==> config.mk <==
export PLATFORM = sky130hd
export DESIGN_NAME = gnrl_sgnl_pulse_meter
export DESIGN_NICKNAME = d
export VERILOG_FILES = /design/src/rtl/gnrl_sgnl_pulse_meter.sv
export SDC_FILE = /design/constraint.sdc
export NUM_CORES = 1
export LEC_CHECK = 0
export ABC_AREA = 1
export CAP_MARGIN = 20
export CORE_UTILIZATION = 55
export DETAILED_ROUTE_END_ITERATION = 8
export GPL_ROUTABILITY_DRIVEN = 0
export HOLD_SLACK_MARGIN = 0.03
export PLACE_DENSITY = 0.89
export RECOVER_POWER = 100
export SYNTH_ARGS = -nofsm -noshare
export SYNTH_HDL_FRONTEND = slang
export SYNTH_SLANG_ARGS = --single-unit
==> constraint.sdc <==
create_clock -name clk -period 1.9 [get_ports clk]
set_input_delay 0.38 -clock clk [delete_from_list [all_inputs] [get_ports clk]]
set_output_delay 0.38 -clock clk [all_outputs]
set_load 0.1 [all_outputs]
==> src/rtl/gnrl_sgnl_pulse_meter.sv <==
// Pulse meter: after an arm pulse, counts cycles to the leading edge of the
// selected-polarity pulse on sig_i, then counts that pulse's width.
module gnrl_sgnl_pulse_meter #(
  parameter int DW = 12,
  parameter int WW = 5
) (
  input  logic          clk,
  input  logic          rst,
  input  logic          arm_i,
  input  logic          sig_i,
  input  logic          polarity,
  input  logic [DW-1:0] timeout_num,
  output logic          busy_o,
  output logic          done_o,
  output logic [DW-1:0] delay_o,
  output logic [WW-1:0] width_o,
  output logic          timeout_o,
  output logic          ovf_o
);

  typedef enum logic [1:0] {IDLE, WAIT, MEASURE, DONE} state_t;

  localparam logic [DW-1:0] DMAX = '1;
  localparam logic [WW-1:0] WMAX = '1;

  state_t        state, state_nx;
  logic          sig_d, pol_r, ovf_r;
  logic [DW-1:0] dcnt, delay_r;
  logic [WW-1:0] wcnt;
  logic          act, act_d, lead, trail, to_hit;

  // Active level follows the polarity latched at arm, not the live input.
  assign act    = ~(sig_i ^ pol_r);
  assign act_d  = ~(sig_d ^ pol_r);
  assign lead   = act & ~act_d;
  assign trail  = ~act & act_d;
  assign to_hit = (timeout_num != '0) && (dcnt == timeout_num);

  assign busy_o = (state == WAIT) || (state == MEASURE);
  assign done_o = (state == DONE);

  always_comb begin
    state_nx = state;
    case (state)
      IDLE:    state_nx = IDLE;
      WAIT: begin
        if (lead)        state_nx = MEASURE;
        else if (to_hit) state_nx = DONE;
      end
      MEASURE: if (trail) state_nx = DONE;
      DONE:    state_nx = IDLE;
      default: state_nx = IDLE;
    endcase
    // arm wins over every state action, including the DONE cycle
    if (arm_i) state_nx = WAIT;
  end

  always_ff @(posedge clk) begin
    if (rst) begin
      state     <= IDLE;
      sig_d     <= 1'b0;
      pol_r     <= 1'b0;
      ovf_r     <= 1'b0;
      dcnt      <= '0;
      delay_r   <= '0;
      wcnt      <= '0;
      delay_o   <= '0;
      width_o   <= '0;
      timeout_o <= 1'b0;
      ovf_o     <= 1'b0;
    end else begin
      state <= state_nx;
      sig_d <= sig_i;
      if (arm_i) begin
        pol_r <= polarity;
        dcnt  <= {{(DW-1){1'b0}}, 1'b1};
        wcnt  <= '0;
        ovf_r <= 1'b0;
      end else begin
        case (state)
          WAIT: begin
            if (lead) begin
              delay_r <= dcnt;
              wcnt    <= {{(WW-1){1'b0}}, 1'b1};
            end else if (to_hit) begin
              delay_o   <= timeout_num;
              width_o   <= '0;
              timeout_o <= 1'b1;
              ovf_o     <= 1'b0;
            end else if (dcnt != DMAX) begin
              dcnt <= dcnt + 1'b1;
            end
          end
          MEASURE: begin
            if (trail) begin
              delay_o   <= delay_r;
              width_o   <= wcnt;
              timeout_o <= 1'b0;
              ovf_o     <= ovf_r;
            end else if (act) begin
              if (wcnt == WMAX) ovf_r <= 1'b1;
              else              wcnt  <= wcnt + 1'b1;
            end
          end
          default: ;
        endcase
      end
    end
  end

endmodule

==> summary.txt, run 1 <==
Status
  • Run status: finished, violations left
  • Failing checks: negative setup slack

Drt
  • Routed wl met2: 3810 um
  • Vias: 3005
  • Initial DRC count: 335
  • DRT Pass-1 Iters: 5
  • Met3 WL: approximately 560 um
  • Via/cell ratio: 5.47
  • Highest routed metal layer: met4
  • Post-route ant nets: 0
  • WL/cell: 14.1 um
  • DRC viols: 0
  • Total Wirelength: between 7000 and 8000 um
  • Routed length on met1: 3200 um

Job
  • Max-cap violations: 0

STA
  • Final slew viol count: 0
  • Max frequency: slightly above 500 MHz
  • Final Setup Violations: 1
  • Final worst slack: -0.0422 ns
  • Clock skew: 0.00921 ns
  • RSZ-0062 raised after global routing: true
  • Worst Tran Pin Value: 0.731 ns
  • Hold Vio Cnt, Final: 0
  • Min Tclk post-route: 1.94 ns
  • Worst rel slew slack: 51.2%
  • Period utilization: 102%

Floorplanning
  • Starting Density: 57.9%
  • Die width: 73.2 um
  • Die Ht: approximately 73 um
  • Core footprint: 0.00482 sq mm
  • Row count: 25
  • Die Area: about 0.0054 sq mm
  • I/O pin total: 38

Synthesis
  • Count leader, synth: nand2_1
  • Mapped Cells: 426
  • Post-synth top area share: 38.0%
  • Leading area contributor after synthesis: dfxtp_1
  • Ys flop type: dfxtp_1
  • Mapped Area: 0.00279 sq mm
  • Syn Nets: 450
  • Most frequent cells after synthesis: nand2_1, nor2_1, dfxtp_1, inv_1, o21ai_0
  • Most area-consuming cells after synthesis: dfxtp_1, nand2_1, nor2_1, o21ai_0, inv_1
  • EDFF count, synth: 0
  • Yosys warns: 0
  • Post-synthesis async set-or-reset flop share: 0%
  • Yosys reg bits: 53
  • Cell variety after synth: 27
  • Syn Area/Cell: 6.55 sq um
  • Seq/Total Area, Yosys: 38.0%

Place
  • Post-DP Area: 0.00330 sq mm
  • Detailed Place HPWL: between 4000 and 5000 um
  • Inst Count DP: 532
  • I/O Buffers: 37
  • Dpl ws: -0.291 ns

Clock network
  • Worst-Skew Late Latency: 0.31 ns
  • H-tree Lvls: 2
  • CTS Hold Buffers Added: 0
  • CTS Buffer Depth: 2
  • Clock-pin slew on the worst setup and hold paths: approximately 0.10 ns
  • Cts bufs inserted: 5
  • Root Buffer: clkbuf_8
  • TritonCTS clock tree: done
  • Clock sink total: 53

Global route
  • Vias in the first global route: approximately 2600
  • Initial antenna violation count: 0
  • Total gr overflow: 0
  • Largest net degree at the start of global routing: 34
  • Global-route wire length before repair: 11800 um
  • All-Layer GR Usage: 28.3%

Worst setup path
  • Worst setup SP type: input pin
  • CP arrival: 2.19 ns
  • Crit path max fanout: 7
  • WP data required: 2.15 ns
  • Crit end category: register
  • Setup CP Type: input pin to register

Cells and area
  • Layout Nets: roughly 510
  • Final Non-Filler Cells: 549
  • Layout cell share with drive strength beyond 1: between 10% and 20%
  • Design Area, Final: 0.00354 sq mm
  • Ant. Diodes: 0
  • Syn-to-layout area delta: 26.9%
  • Util after Layout: 73.6%

Power and ir drop
  • VDD IR max: between 0.0004 and 0.0005 V
  • PwrDens: 828 mW/mm^2
  • Static leakage: 1.52 nW

Worst hold path
  • Worst hold-check path type: register to register
-- final timing paths --
check               end            start  cells past startpoint  slack [ns]
max reg2reg   timeout_o         state[0]                      9       -0.02
min reg2reg  delay_o[7]       delay_o[7]                      2        0.48
max           timeout_o  timeout_num[10]                     13       -0.04
min          delay_o[7]       delay_o[7]                      2        0.48
-- placed cells by master, fill, tap and decap left out, drive strengths merged --
master	n
nand2	115
nor2	63
dfxtp	53
inv	47
o21ai	41
a21oi	29
buf	27
clkbuf	24
nand3	23
clkdlybuf4s50	13
xor2	11
nor3	11
ha	7
clkinvlp	4
nand3b	4
dlymetal6s2s	3
nand4	2
xnor2	1
o31ai	1
a31oi	1
clkinv	1
bufinv	1
-- per-layer routing --
layer	up-vias	global-route usage [%]
met3	19	3.59
met5	-	0
met4	0	10.5
li1	1454	-
met2	153	46.7
met1	1379	37.7
-- cell type report --
cell class              count  area, sq um
flip-flops and latches     53         1070
well taps                  67         83.8
repair buffers             62          507
inverters                  49          199
multi-input cells         309         1560
clock buffers               5         68.8
repair inverters            1         7.51
clock inverters             3         46.3
fillers                   374         1270
-- power by group --
part	switching [mW]	total, mW	internal [mW]	leakage, nW
Clock	0.393	0.788	0.395	0.0543
Sequential	0.0427	1.22	1.18	0.433
Combinational	0.668	0.929	0.261	1.03
-- timing repair --
action / CTS / global route
pin swaps: 0 / 6
endpoints found under the setup margin: 2 / 40
buffers inserted: 2 / 5
endpoints found under the hold margin: 0 / 0
gates resized for setup: 0 / 32
cloned: 0 / 2
-- state kept, by name (all words and copies together) (netlist names) --
| name | count |
|---|---|
| pol_r | 1 |
| delay_r | 12 |
| dcnt | 12 |
| wcnt | 5 |
| width_o | 5 |
| delay_o | 12 |
| ovf_r | 1 |
| sig_d | 1 |
| timeout_o | 1 |
| ovf_o | 1 |
| state | 2 |
-- per-stage QoR --
| step | hold slack [ns] | TNS [ns] | power (mW) |
|---|---|---|---|
| finish | 0.480 | -0.0422 | 2.94 |
| global route | 0.513 | -0.263 | 3.05 |
| CTS | 0.469 | 0 | 2.87 |
| detailed placement | 0.455 | -9.29 | 2.09 |
| global placement | 0.449 | -6.50 | 2.08 |
| floorplan | 0.437 | -0.209 | 1.87 |
-- worst max-delay path, stage by stage --
cell	delay, ns
clkdlybuf4s50_1	0.43
inv_1	0.13
nand2_1	0.07
nor2_1	0.12
nand2_1	0.10
nor2_1	0.13
nor2_2	0.07
nand2_4	0.13
nand2_8	0.08
buf_4	0.15
nand2_4	0.10
o21ai_0	0.11
nor2_1	0.16
-- cells by family (layout without fill, tap and decap cells) --
kind of cell / after synthesis / after routing / synth area share, %
and+or+nand+nor: 217 / 218 / 32.3
AOI/OAI and AO/OA: 72 / 72 / 13.0
buffers and inverters: 65 / 120 / 9.73
DFF: 53 / 53 / 38.0
xor gates and xnor gates: 12 / 12 / 3.77
adders and majority gates: 7 / 7 / 3.14
No activity file was read; power rests on OpenSTA's default activity.
==> run 2: changes to the inputs <==
--- a/config.mk
+++ b/config.mk
@@ -7,11 +7,11 @@
 export LEC_CHECK = 0
 export ABC_AREA = 1
 export CAP_MARGIN = 20
-export CORE_UTILIZATION = 55
+export CORE_UTILIZATION = 48
 export DETAILED_ROUTE_END_ITERATION = 8
 export GPL_ROUTABILITY_DRIVEN = 0
 export HOLD_SLACK_MARGIN = 0.03
-export PLACE_DENSITY = 0.89
+export PLACE_DENSITY = 0.8
 export RECOVER_POWER = 100
 export SYNTH_ARGS = -nofsm -noshare
 export SYNTH_HDL_FRONTEND = slang
==> run 2 against run 1 <==
The run now ends clean. Non-clock buffer count is 2 lower. Utilization is 11 points lower. Global-route usage is 5.8 points lower. Maximum frequency is 6.8% higher. Critical endpoint is now width_o[2]. Setup slack better by 0.12 ns. Critical path type unchanged. Die area is 14% higher. Largest cell class unchanged. Critical path depth is 2 lower. Routed wire length is 11% lower. Sequential power hardly changed. Combinational power is 3.2% lower.
==> summary.txt, run 2 (same netlist as run 1, synthesis figures left out) <==
Status
  • Run status: completed

Worst setup path
  • Crit path max fanout: 8
  • WP data required: 2.13 ns
  • Worst setup path start: sig_i
  • Worst r2r src: dcnt[5]
  • CP arrival: between 2 and 2.5 ns
  • Setup CP Type: input pin to register
  • Worst setup SP type: input pin
  • Crit end category: register

Floorplanning
  • Row count: 27
  • Starting Density: 50.4%
  • Die Ht: 78.3 um
  • I/O pin total: 38
  • Die Area: 0.00612 sq mm
  • Die width: 78.3 um
  • Core footprint: ~0.0055 sq mm

Power and ir drop
  • Overall Power: ~2.8 mW
  • VDD IR max: 0.000361 V
  • PwrDens: ~800 mW/mm^2
  • Static leakage: 1.46 nW

Cells and area
  • Layout cell share with drive strength beyond 1: 18.0%
  • Syn-to-layout area delta: 24.5%
  • Reg area: 0.00107 sq mm
  • Most frequent cells in the layout: nand2_1, nor2_1, dfxtp_1
  • Layout Nets: 502
  • Ant. Diodes: 0
  • Util after Layout: 62.7%
  • Multi-input gate area: 0.00152 sq mm
  • Most common cell after layout, fill and taps aside: nand2_1
  • # fillers: ~530
  • Final Non-Filler Cells: 551
  • Biggest regs: dcnt x12, delay_o x12, delay_r x12

STA
  • Period utilization: 95.7%
  • Final worst slack: 0.0821 ns
  • TNS Setup: 0 ns
  • Clock skew: around 0.0048 ns
  • Final slew viol count: 0
  • Max frequency: approximately 550 MHz
  • Min Tclk post-route: 1.82 ns
  • Final Setup Violations: 0
  • Worst Tran Pin Value: 0.730 ns
  • RSZ-0062 raised after global routing: true
  • Worst rel slew slack: between 50% and 60%
  • Hold Vio Cnt, Final: 0

Job
  • Max-cap violations: 0

Clock network
  • Worst-Skew Late Latency: 0.32 ns
  • H-tree Lvls: 2
  • Root Buffer: clkbuf_8
  • Cts bufs inserted: 5
  • CTS Buffer Depth: 2
  • TritonCTS clock tree: done
  • Clock-pin slew on the worst setup and hold paths: 0.10 ns
  • Clock sink total: 53

Drt
  • WL/cell: around 12 um
  • Post-route ant nets: 0
  • DRC viols: 0
  • Vias: 2884
  • Via/cell ratio: 5.23
  • Total Wirelength: 6870 um
  • Initial DRC count: 253
  • DRT Pass-1 Iters: 5

Place
  • Inst Count DP: 540
  • I/O Buffers: 37
  • Dpl ws: -0.294 ns
  • Detailed Place HPWL: 4820 um

Worst hold path
  • Startpoint of the worst hold path: delay_o[7]
  • Worst hold-check path type: register to register

Global route
  • Vias in the first global route: 2504
  • Total gr overflow: 0
  • Global-route wire length before repair: about 11000 um
  • Initial antenna violation count: 0
  • All-Layer GR Usage: 22.5%
  • Largest net degree at the start of global routing: 29
[run 2: cell count changes in the layout (fill, tap and decap cells not counted), sizes merged]
cell           delta
clkdlybuf4s50     +2
inv               +1
buf               -2
clkinv            -1
bufinv            -1
dlymetal6s2s      -2
[run 2: worst paths after layout]
| path | slack (ns) | end | depth (start not counted) |
|---|---|---|---|
| min | 0.48 | delay_o[7] | 2 |
| max | 0.08 | width_o[2] | 11 |
| min reg2reg | 0.48 | delay_o[7] | 2 |
| max reg2reg | 0.13 | width_o[3] | 13 |
[run 2: repair_timing]
action | 4_1_cts | 5_1_grt
endpoints found under the hold margin | 0 | 0
buffers inserted | 0 | 2
resized for setup | 0 | 23
hold buffers | 0 | 0
setup endpoints to repair | 0 | 35
[run 2: where the power goes]
part / internal (mW) / switching (mW)
logic: 0.252 / 0.648
clock network: 0.259 / 0.403
registers: 1.18 / 0.0404
total: 1.69 / 1.09
[run 2: per-layer routing]
metal | global-route usage, % | wire, um
met1 | 30.3 | 2950
met2 | 36.1 | 3270
met3 | 3.60 | 527
met4 | 8.15 | 121
met5 | 0 | 0
[run 2: cell type report]
cell class | instances | share of cell area (%)
tap | 72 | 2.59
clock inverter | 3 | 0.648
inverter | 49 | 5.62
multi-input combinational | 309 | 43.8
clock buffer | 5 | 1.98
sequential | 53 | 30.8
timing repair buffer | 60 | 14.6
[run 2: worst max-delay path, stage by stage]
cell and delay (ns):
clkdlybuf4s50_1 0.44, xnor2_1 0.29, nand2_1 0.18, nor2_2 0.20, nor3_4 0.07, buf_12 0.14, nand2_8 0.09, buf_6 0.11
nand2_1 0.05, nand2_1 0.06, nor2_1 0.04
[run 2: stage by stage]
step	area, sq um	hold WS (ns)
2_1_floorplan	2810	0.437
3_3_place_gp	3340	0.450
3_5_place_dp	3340	0.458
4_1_cts	3430	0.483
5_1_grt	3470	0.499
6_report	3470	0.478
